File: src/rtl/ps2_kbd_fifo_rx.sv
// PS/2 keyboard receiver: synchronised frame capture, E0/F0 prefix decoding,
// first-word-fall-through read FIFO and sticky error flags.
module ps2_kbd_fifo_rx #(
  parameter int FIFO_DEPTH     = 8,
  parameter int SYNC_STAGES    = 3,
  parameter int TIMEOUT_CYCLES = 50000,
  parameter int CNT_W          = 8
) (
  input  logic             clk,
  input  logic             resetn,
  input  logic             ps2_clk,
  input  logic             ps2_data,
  input  logic             rd_en,
  input  logic             clr_err,
  output logic             valid,
  output logic [7:0]       data,
  output logic             ext,
  output logic             brk,
  output logic             parity_err,
  output logic             frame_err,
  output logic             overflow,
  output logic [CNT_W-1:0] key_count
);

  localparam int AW = $clog2(FIFO_DEPTH);
  localparam int PW = AW + 1;
  localparam int TW = $clog2(TIMEOUT_CYCLES + 1);

  typedef enum logic [1:0] {S_IDLE, S_DATA, S_PAR, S_STOP} state_t;

  state_t                 state;
  logic [SYNC_STAGES-1:0] clk_sync;
  logic [SYNC_STAGES-1:0] dat_sync;
  logic [2:0]             bit_idx;
  logic [7:0]             shreg;
  logic                   par_bit;
  logic [TW-1:0]          to_cnt;
  logic                   ext_pend;
  logic                   brk_pend;

  logic [9:0]             mem [FIFO_DEPTH];
  logic [PW-1:0]          wr_ptr;
  logic [PW-1:0]          rd_ptr;

  logic fall, bit_in, stop_ev, stop_err, par_err, good, is_e0, is_f0, push, timeout;
  logic empty, full, pop, do_push;

  // Older stage high, newer stage low: a falling edge seen once per clk.
  assign fall     = clk_sync[SYNC_STAGES-1] & ~clk_sync[SYNC_STAGES-2];
  assign bit_in   = dat_sync[SYNC_STAGES-2];

  assign stop_ev  = fall && (state == S_STOP);
  assign stop_err = stop_ev && !bit_in;
  assign par_err  = stop_ev && bit_in && !(^{shreg, par_bit});
  assign good     = stop_ev && bit_in && (^{shreg, par_bit});
  assign is_e0    = (shreg == 8'hE0);
  assign is_f0    = (shreg == 8'hF0);
  assign push     = good && !is_e0 && !is_f0;
  assign timeout  = (state != S_IDLE) && !fall && (to_cnt == TW'(TIMEOUT_CYCLES - 1));

  assign empty    = (wr_ptr == rd_ptr);
  assign full     = (wr_ptr[AW] != rd_ptr[AW]) && (wr_ptr[AW-1:0] == rd_ptr[AW-1:0]);
  assign pop      = rd_en && !empty;
  assign do_push  = push && (!full || pop);

  assign valid    = !empty;
  assign data     = empty ? 8'h00 : mem[rd_ptr[AW-1:0]][7:0];
  assign ext      = empty ? 1'b0  : mem[rd_ptr[AW-1:0]][9];
  assign brk      = empty ? 1'b0  : mem[rd_ptr[AW-1:0]][8];

  always_ff @(posedge clk or negedge resetn) begin
    if (!resetn) begin
      clk_sync   <= '1;
      dat_sync   <= '1;
      state      <= S_IDLE;
      bit_idx    <= '0;
      shreg      <= '0;
      par_bit    <= 1'b0;
      to_cnt     <= '0;
      ext_pend   <= 1'b0;
      brk_pend   <= 1'b0;
      parity_err <= 1'b0;
      frame_err  <= 1'b0;
      overflow   <= 1'b0;
    end else begin
      clk_sync <= {clk_sync[SYNC_STAGES-2:0], ps2_clk};
      dat_sync <= {dat_sync[SYNC_STAGES-2:0], ps2_data};

      if (state == S_IDLE || fall) to_cnt <= '0;
      else                         to_cnt <= to_cnt + TW'(1);

      if (timeout) begin
        state <= S_IDLE;
      end else if (fall) begin
        case (state)
          S_IDLE: if (!bit_in) begin
            state   <= S_DATA;
            bit_idx <= '0;
          end
          S_DATA: begin
            shreg   <= {bit_in, shreg[7:1]};
            bit_idx <= bit_idx + 3'd1;
            if (bit_idx == 3'd7) state <= S_PAR;
          end
          S_PAR: begin
            par_bit <= bit_in;
            state   <= S_STOP;
          end
          default: state <= S_IDLE;
        endcase
      end

      // Prefixes survive only until the next pushed code or any error.
      if (timeout || stop_err || par_err || push) begin
        ext_pend <= 1'b0;
        brk_pend <= 1'b0;
      end else if (good && is_e0) begin
        ext_pend <= 1'b1;
      end else if (good && is_f0) begin
        brk_pend <= 1'b1;
      end

      if (par_err)                 parity_err <= 1'b1;
      else if (clr_err)            parity_err <= 1'b0;
      if (stop_err || timeout)     frame_err  <= 1'b1;
      else if (clr_err)            frame_err  <= 1'b0;
      if (push && full && !pop)    overflow   <= 1'b1;
      else if (clr_err)            overflow   <= 1'b0;
    end
  end

  always_ff @(posedge clk or negedge resetn) begin
    if (!resetn) begin
      wr_ptr    <= '0;
      rd_ptr    <= '0;
      key_count <= '0;
      for (int unsigned i = 0; i < FIFO_DEPTH; i++) mem[i] <= '0;
    end else begin
      if (do_push) begin
        mem[wr_ptr[AW-1:0]] <= {ext_pend, brk_pend, shreg};
        wr_ptr              <= wr_ptr + PW'(1);
        if (!brk_pend) key_count <= key_count + CNT_W'(1);
      end
      if (pop) rd_ptr <= rd_ptr + PW'(1);
    end
  end

endmodule
File: config.mk
export PLATFORM = sky130hd
export DESIGN_NAME = ps2_kbd_fifo_rx
export DESIGN_NICKNAME = d
export VERILOG_FILES = /design/src/rtl/ps2_kbd_fifo_rx.sv
export SDC_FILE = /design/constraint.sdc
export NUM_CORES = 1
export LEC_CHECK = 0
export ABC_AREA = 0
export CAP_MARGIN = 10
export CORE_MARGIN = 10
export CORE_UTILIZATION = 45
export CTS_CLUSTER_DIAMETER = 120
export DETAILED_ROUTE_END_ITERATION = 10
export GPL_TIMING_DRIVEN = 1
export SETUP_SLACK_MARGIN = 0.1
export SKIP_CTS_REPAIR_TIMING = 1
export SYNTH_ARGS = -nofsm -noshare
export SYNTH_HDL_FRONTEND = slang
export SYNTH_SLANG_ARGS = --single-unit
File: constraint.sdc
create_clock -name clk -period 2.3 [get_ports clk]
set_clock_uncertainty 0.1 [all_clocks]
set_input_delay 0.345 -clock clk [delete_from_list [all_inputs] [get_ports clk]]
set_output_delay 0.345 -clock clk [all_outputs]
set_load 0.02 [all_outputs]
Yosys cells after proc, flatten, opt, wreduce, memory -nomap -nowiden
Index checks and enable logic that the tools add are counted.

Reduce and logical (&&, ||, !) cells: 46. Magnitude comparators: 3. Equal/unequal tests: 14. Mux-type cells: 26. Add/subtract/negate cells: 5. Bitwise operators: 6.

Operators with widths (number): 80-bit bitwise mux (1); 10-bit binary-select mux with 3-bit select (1); 10-bit demux with 3-bit select (1); 10-bit two-way mux (3); 1-bit logical AND (17); 16-bit by 1-bit adder with 16-bit output (second input constant) (1); 16-bit equality test (second input constant) (1); 8-bit equality test (second input constant) (2); 16-bit two-way mux (1); 2-bit nonzero test (8); 1-bit two-way mux (11); 3-bit AND reduction (3); 9-bit parity (1); 4-bit by 1-bit adder with 4-bit output (second input constant) (2); 8-bit by 1-bit adder with 8-bit output (second input constant) (1); 4-bit greater-or-equal comparator (second input constant) (2); 1-bit logical NOT (8); 2-bit two-way mux (4); 8-bit two-way mux (1); 3-bit NOT with 4-bit output (2); 3-bit inequality test (second input constant) (2); 2-bit one-hot mux with 3 select lines (1); 3-bit one-hot mux with 2 select lines (1); 1-bit logical OR (5); 15 further kinds (20).

Output and inout bits: 22. Bits of input ports: 6. Flip-flop bits (word level): 136.

Longest topological paths before layout
Depth after elaboration: 10. Depth in mapped cells: 8. Depth with buffers taken out: 6.

Worst setup path after synthesis
No wires, ideal clock.

Kind: register -> register. Start point: register wr_ptr[0]. End point: register mem[1] (netlist bit). Data required time: 2.075 ns. Period minus slack after synthesis: 2.522 ns. Data arrival time: 2.297 ns. Path slack: -0.222 ns. Setup time: 0.125 ns. Path buffers: 2. Cell stages (with the launch flop): 8. Path through: dfrtp_1 > buf_2 > xor2_1 > or3_4 > o311ai_4 > or4_4 > buf_8 > mux2_4.

Cells in the longest elaborated chain, start to end: 6. Elaborated cells between the ends (all ways): 15.

Ends and longest elaborated chain: start, declared (RTL line 42) `logic [PW-1:0] wr_ptr;`; start signal, assigned (RTL line 141) `wr_ptr <= wr_ptr + PW'(1);`; 3-bit NOT with 4-bit output (implied by the code) (RTL line 140) `mem[wr_ptr[AW-1:0]] <= {ext_pend, brk_pend, shreg};`; 4-bit greater-or-equal comparator (implied by the code) / 4-bit by 1-bit less-than comparator with 1-bit output (equally long branches) (RTL line 140); 1-bit logical AND (implied by the code) (RTL line 140); 10-bit two-way mux (implied by the code) (RTL line 140); 10-bit demux with 3-bit select (RTL line 140); 80-bit bitwise mux (RTL line 140); end signal, assigned by index (RTL line 140); end, declared (RTL line 41) `logic [9:0] mem [FIFO_DEPTH];`.

Parallel ways exist; a longest one is shown, timed or not. A chain may end at the register's enable or synchronous reset.

Final worst setup path
Start point: register rd_ptr[0]. End point: output data[4].

Cells in the longest elaborated chain, start to end: 5. Elaborated cells between the ends (all ways): 6.

Ends and longest elaborated chain: start, declared (RTL line 43) `logic [PW-1:0] rd_ptr;`; start signal, assigned (RTL line 144) `if (pop) rd_ptr <= rd_ptr + PW'(1);`; 3-bit NOT with 4-bit output (implied by the code) (RTL line 67) `assign data = empty ? 8'h00 : mem[rd_ptr[AW-1:0]][7:0];`; 10-bit binary-select mux with 3-bit select (RTL line 67); 10-bit two-way mux (2 in series); 8-bit two-way mux (*) (RTL line 67); end, declared (RTL line 16) `output logic [7:0] data,`.

Every way passes the cells marked *; elsewhere a longest branch is shown, timed or not. The select of a mux whose other input is x is not followed.

==> metrics.yaml <==
crit_path_end_kind: "output pin"
finalCritPeriodShare_pct: 108
cts_tree: "built"
pwr-share-comb_pct: 40.4
place.gp.congestion: 0.780
hold_path.class: "primary input to flip-flop"
route.vias.total: 3998
post_route_worst_hold_slack_ns: 0.231
drt_pre_antenna_iters: 4
drt_iter0_drc: 138
clkSlewWorstSetupHoldPaths_ns: 0.06
critical_path_type: "flip-flop to output pin"
final_antenna_net_count: 0
num_io_pins: 28
sequentialPowerShare_pct: 31.9
synth_async_sr_flop_share_pct: 100
ys_warn_count: 0
cts_max_path_buffers: 2
grt_setup_unrepaired: "yes"
wl_per_cell_um: 18.9
setup_total_negative_slack_ns: -7.38
finalCriticalPeriod_ns: 2.49
drv_cap: 0
vdd_drop_max_uv: 785
run_status: "finished, violations left"
clock_tree.htree_level_count: 4
preCtsSetupSlack_ns: -0.145
share_of_synthesized_area_occupied_by_flip_flops_and_latches_pct: 52.5
initial_utilization_pct: 46.4
powerDensity_mw_per_mm2: 1050
synth_ff_type: "dfrtp_1"
number_of_enable_type_register_cells_in_the_synthesized_netlist: 0
clk_latency_ns: 0.42
yosys.cell_types.count: 52
post_synth_inst_count: 468
total_length_of_routed_wires_mm: 14.0
synthToLayoutAreaGrowth_pct: 29.6
timing.critical_path.from_type: "flip-flop"
vias_per_cell: 5.39
rows: 43
final_nets: 567
fin_ws_ns: -0.186
fmax_mhz: 402
critical_path_arrival_ns: 2.04
post_synth.cell_area_avg_um2: 13.9
place.port_buffers: 27
total_leakage_power_nw: 4.01
violations_in_the_final_reports: "setup timing"
fraction_of_power_spent_switching_nets_pct: 34.4
cell_internal_pwr_mw: 5.81
critical_path_required_ns: 1.86
fillerInstances: 1122
max_slew.worst_pin.slew_ns: 0.481
postSynthNetCount: 485
die_h_um: 140
drive_gt1_share_pct: 44.5
grt_antenna_before_repair: 0
reg2reg_slack_ns: -0.14
detail_route.drc_violations: 0
power.clock.fraction_pct: 27.7
maxSlewHeadroom_pct: 68.0
diodes: 0
synthesis.area_mm2: 0.00649
final-max-slew-violation-count: 0
final_hold_viol_count: 0
die_w_um: 140
totalPowerFinal_mw: 8.86
power_switching_mw: 3.05
placeableCoreArea_mm2: 0.0140
clock_tree.root_cell: "clkbuf_16"
yosys_register_bits: 136
grt_first_pass_wirelength_mm: 22.9
setup-violations-final: 92
grt_util_all_layers_pct: 14.5
cp_max_fo: 11
grt_pass1_vias: 4277
global_route.overflow_total: 0
grt_start_max_net_pins: 59
place_hpwl_mm: 9.17
die_area_mm2: 0.0196
number_of_buffers_added_by_the_clock_tree_synthesis_step: 17
clkSinkCount: 136
==> stage by stage <==
stage	util [%]	instances	area [um^2]
after floorplan	-	468	6760
after global placement	54.1	695	7570
after detailed placement	54.1	695	7570
after CTS	57.9	726	8100
after global routing	60.1	742	8410
final	60.1	742	8410
==> cell type report <==
class                   count  area (um^2)  share of cell area (%)
flip-flops and latches    136         3410                    40.5
multi-input cells         295         3300                    39.2
repair buffers             90          907                    10.8
clock buffers              22          484                    5.76
well taps                 180          225                    2.68
clock inverters             9         50.0                   0.595
inverters                  10         37.5                   0.446
==> cells by family (layout without fill, tap and decap cells) <==
logic type                 count (synthesis)  in the layout  share of synthesized area [%]
muxes                                    121            121                           24.8
adders and majority gates                 11             11                           2.12
buffers and inverters                     38            131                           2.56
xor gates and xnor gates                  36             36                           5.67
AOI/OAI and AO/OA                         25             25                           2.83
and+or+nand+nor                          101            102                           9.49
DFF                                      136            136                           52.5
==> power groups by stage <==
stage	Combinational, mW	Sequential [mW]	Clock, mW
floorplan	2.01	2.82	0
global placement	3.00	2.84	0
detailed placement	3.05	2.85	0
CTS	3.06	2.81	2.50
global route	3.85	2.86	2.61
finish	3.58	2.83	2.45
==> flip-flops by register name, summed over array words and instances (netlist names) <==
name and cells:
wr_ptr 4, parity_err 1, key_count 8, shreg 8, par_bit 1, rd_ptr 4, brk_pend 1, bit_idx 3
state 2, ext_pend 1, to_cnt 16, mem 80, overflow 1, frame_err 1, clk_sync 3, dat_sync 2
==> worst paths after layout <==
kind | start | to | cells after the start
worst max-delay path | rd_ptr[0] | data[4] | 5
worst min-delay path | ps2_clk | clk_sync[0] | 1
worst max register to register | rd_ptr[1] | mem[12] | 9
worst min register to register | dat_sync[0] | dat_sync[1] | 0
max in group asynchronous | resetn | dat_sync[1] | 3
min in group asynchronous | resetn | mem[79] | 2
==> routing by layer <==
layer / up-vias / track usage [%] / routed length, um
met5: - / 0 / 0
met4: 0 / 3.97 / 176
met3: 15 / 4.94 / 516
met2: 56 / 23.1 / 6880
met1: 2081 / 18.5 / 6460
li1: 1846 / - / -
==> synthesized netlist by cell type (2+ instances only) <==
cell      count  area, um^2
a21oi_1       7        35.0
a22o_1        3        26.3
a32o_1        2        20.0
and3_1        3        18.8
buf_1         2        7.51
buf_2         7        35.0
clkbuf_1     17        63.8
dfrtp_1     131        3280
dfstp_2       5         131
ha_1         11         138
inv_1        10        37.5
mux2_2       82         923
mux2_4        9         135
mux2i_1      10         100
mux4_2       20         450
nand2_1      13        48.8
nand3_1      12        60.1
nand4_1       7        43.8
nand4_2       2        25.0
nand4b_1      2        17.5
nor2_1       30         113
nor2b_1       2        12.5
nor3_1        7        35.0
nor4_4        4        85.1
o21ai_0       7        35.0
or3_1         4        25.0
or4_1         2        15.0
xnor2_1      19         166
xnor2_4       2        55.1
xor2_1       14         123
==> worst max-delay path: stages (launching register included) <==
cell and delay (ns):
dfrtp_2 0.43, buf_12 0.18, mux4_2 0.51, mux2i_1 0.29, nor2_4 0.07, buf_6 0.13
==> layout by cell type, fill, tap and decap left out, types with 3 or more instances in the layout <==
cell,count
clkinv_2,7
buf_4,47
nand3_1,12
nor3_1,5
buf_12,9
a21oi_1,7
a22o_1,3
mux2_4,73
o21ai_0,7
nor2_1,29
xor2_2,4
inv_1,10
nand4_1,7
clkbuf_8,4
nand2_1,12
buf_6,11
dfstp_2,5
dfrtp_1,130
mux2i_1,9
ha_1,11
xnor2_1,19
clkbuf_16,18
xor2_1,10
nor4_4,5
clkdlybuf4s50_1,15
or4_4,3
or3_1,4
mux2_2,18
mux4_2,20
No activity file was read; power rests on OpenSTA's default activity.
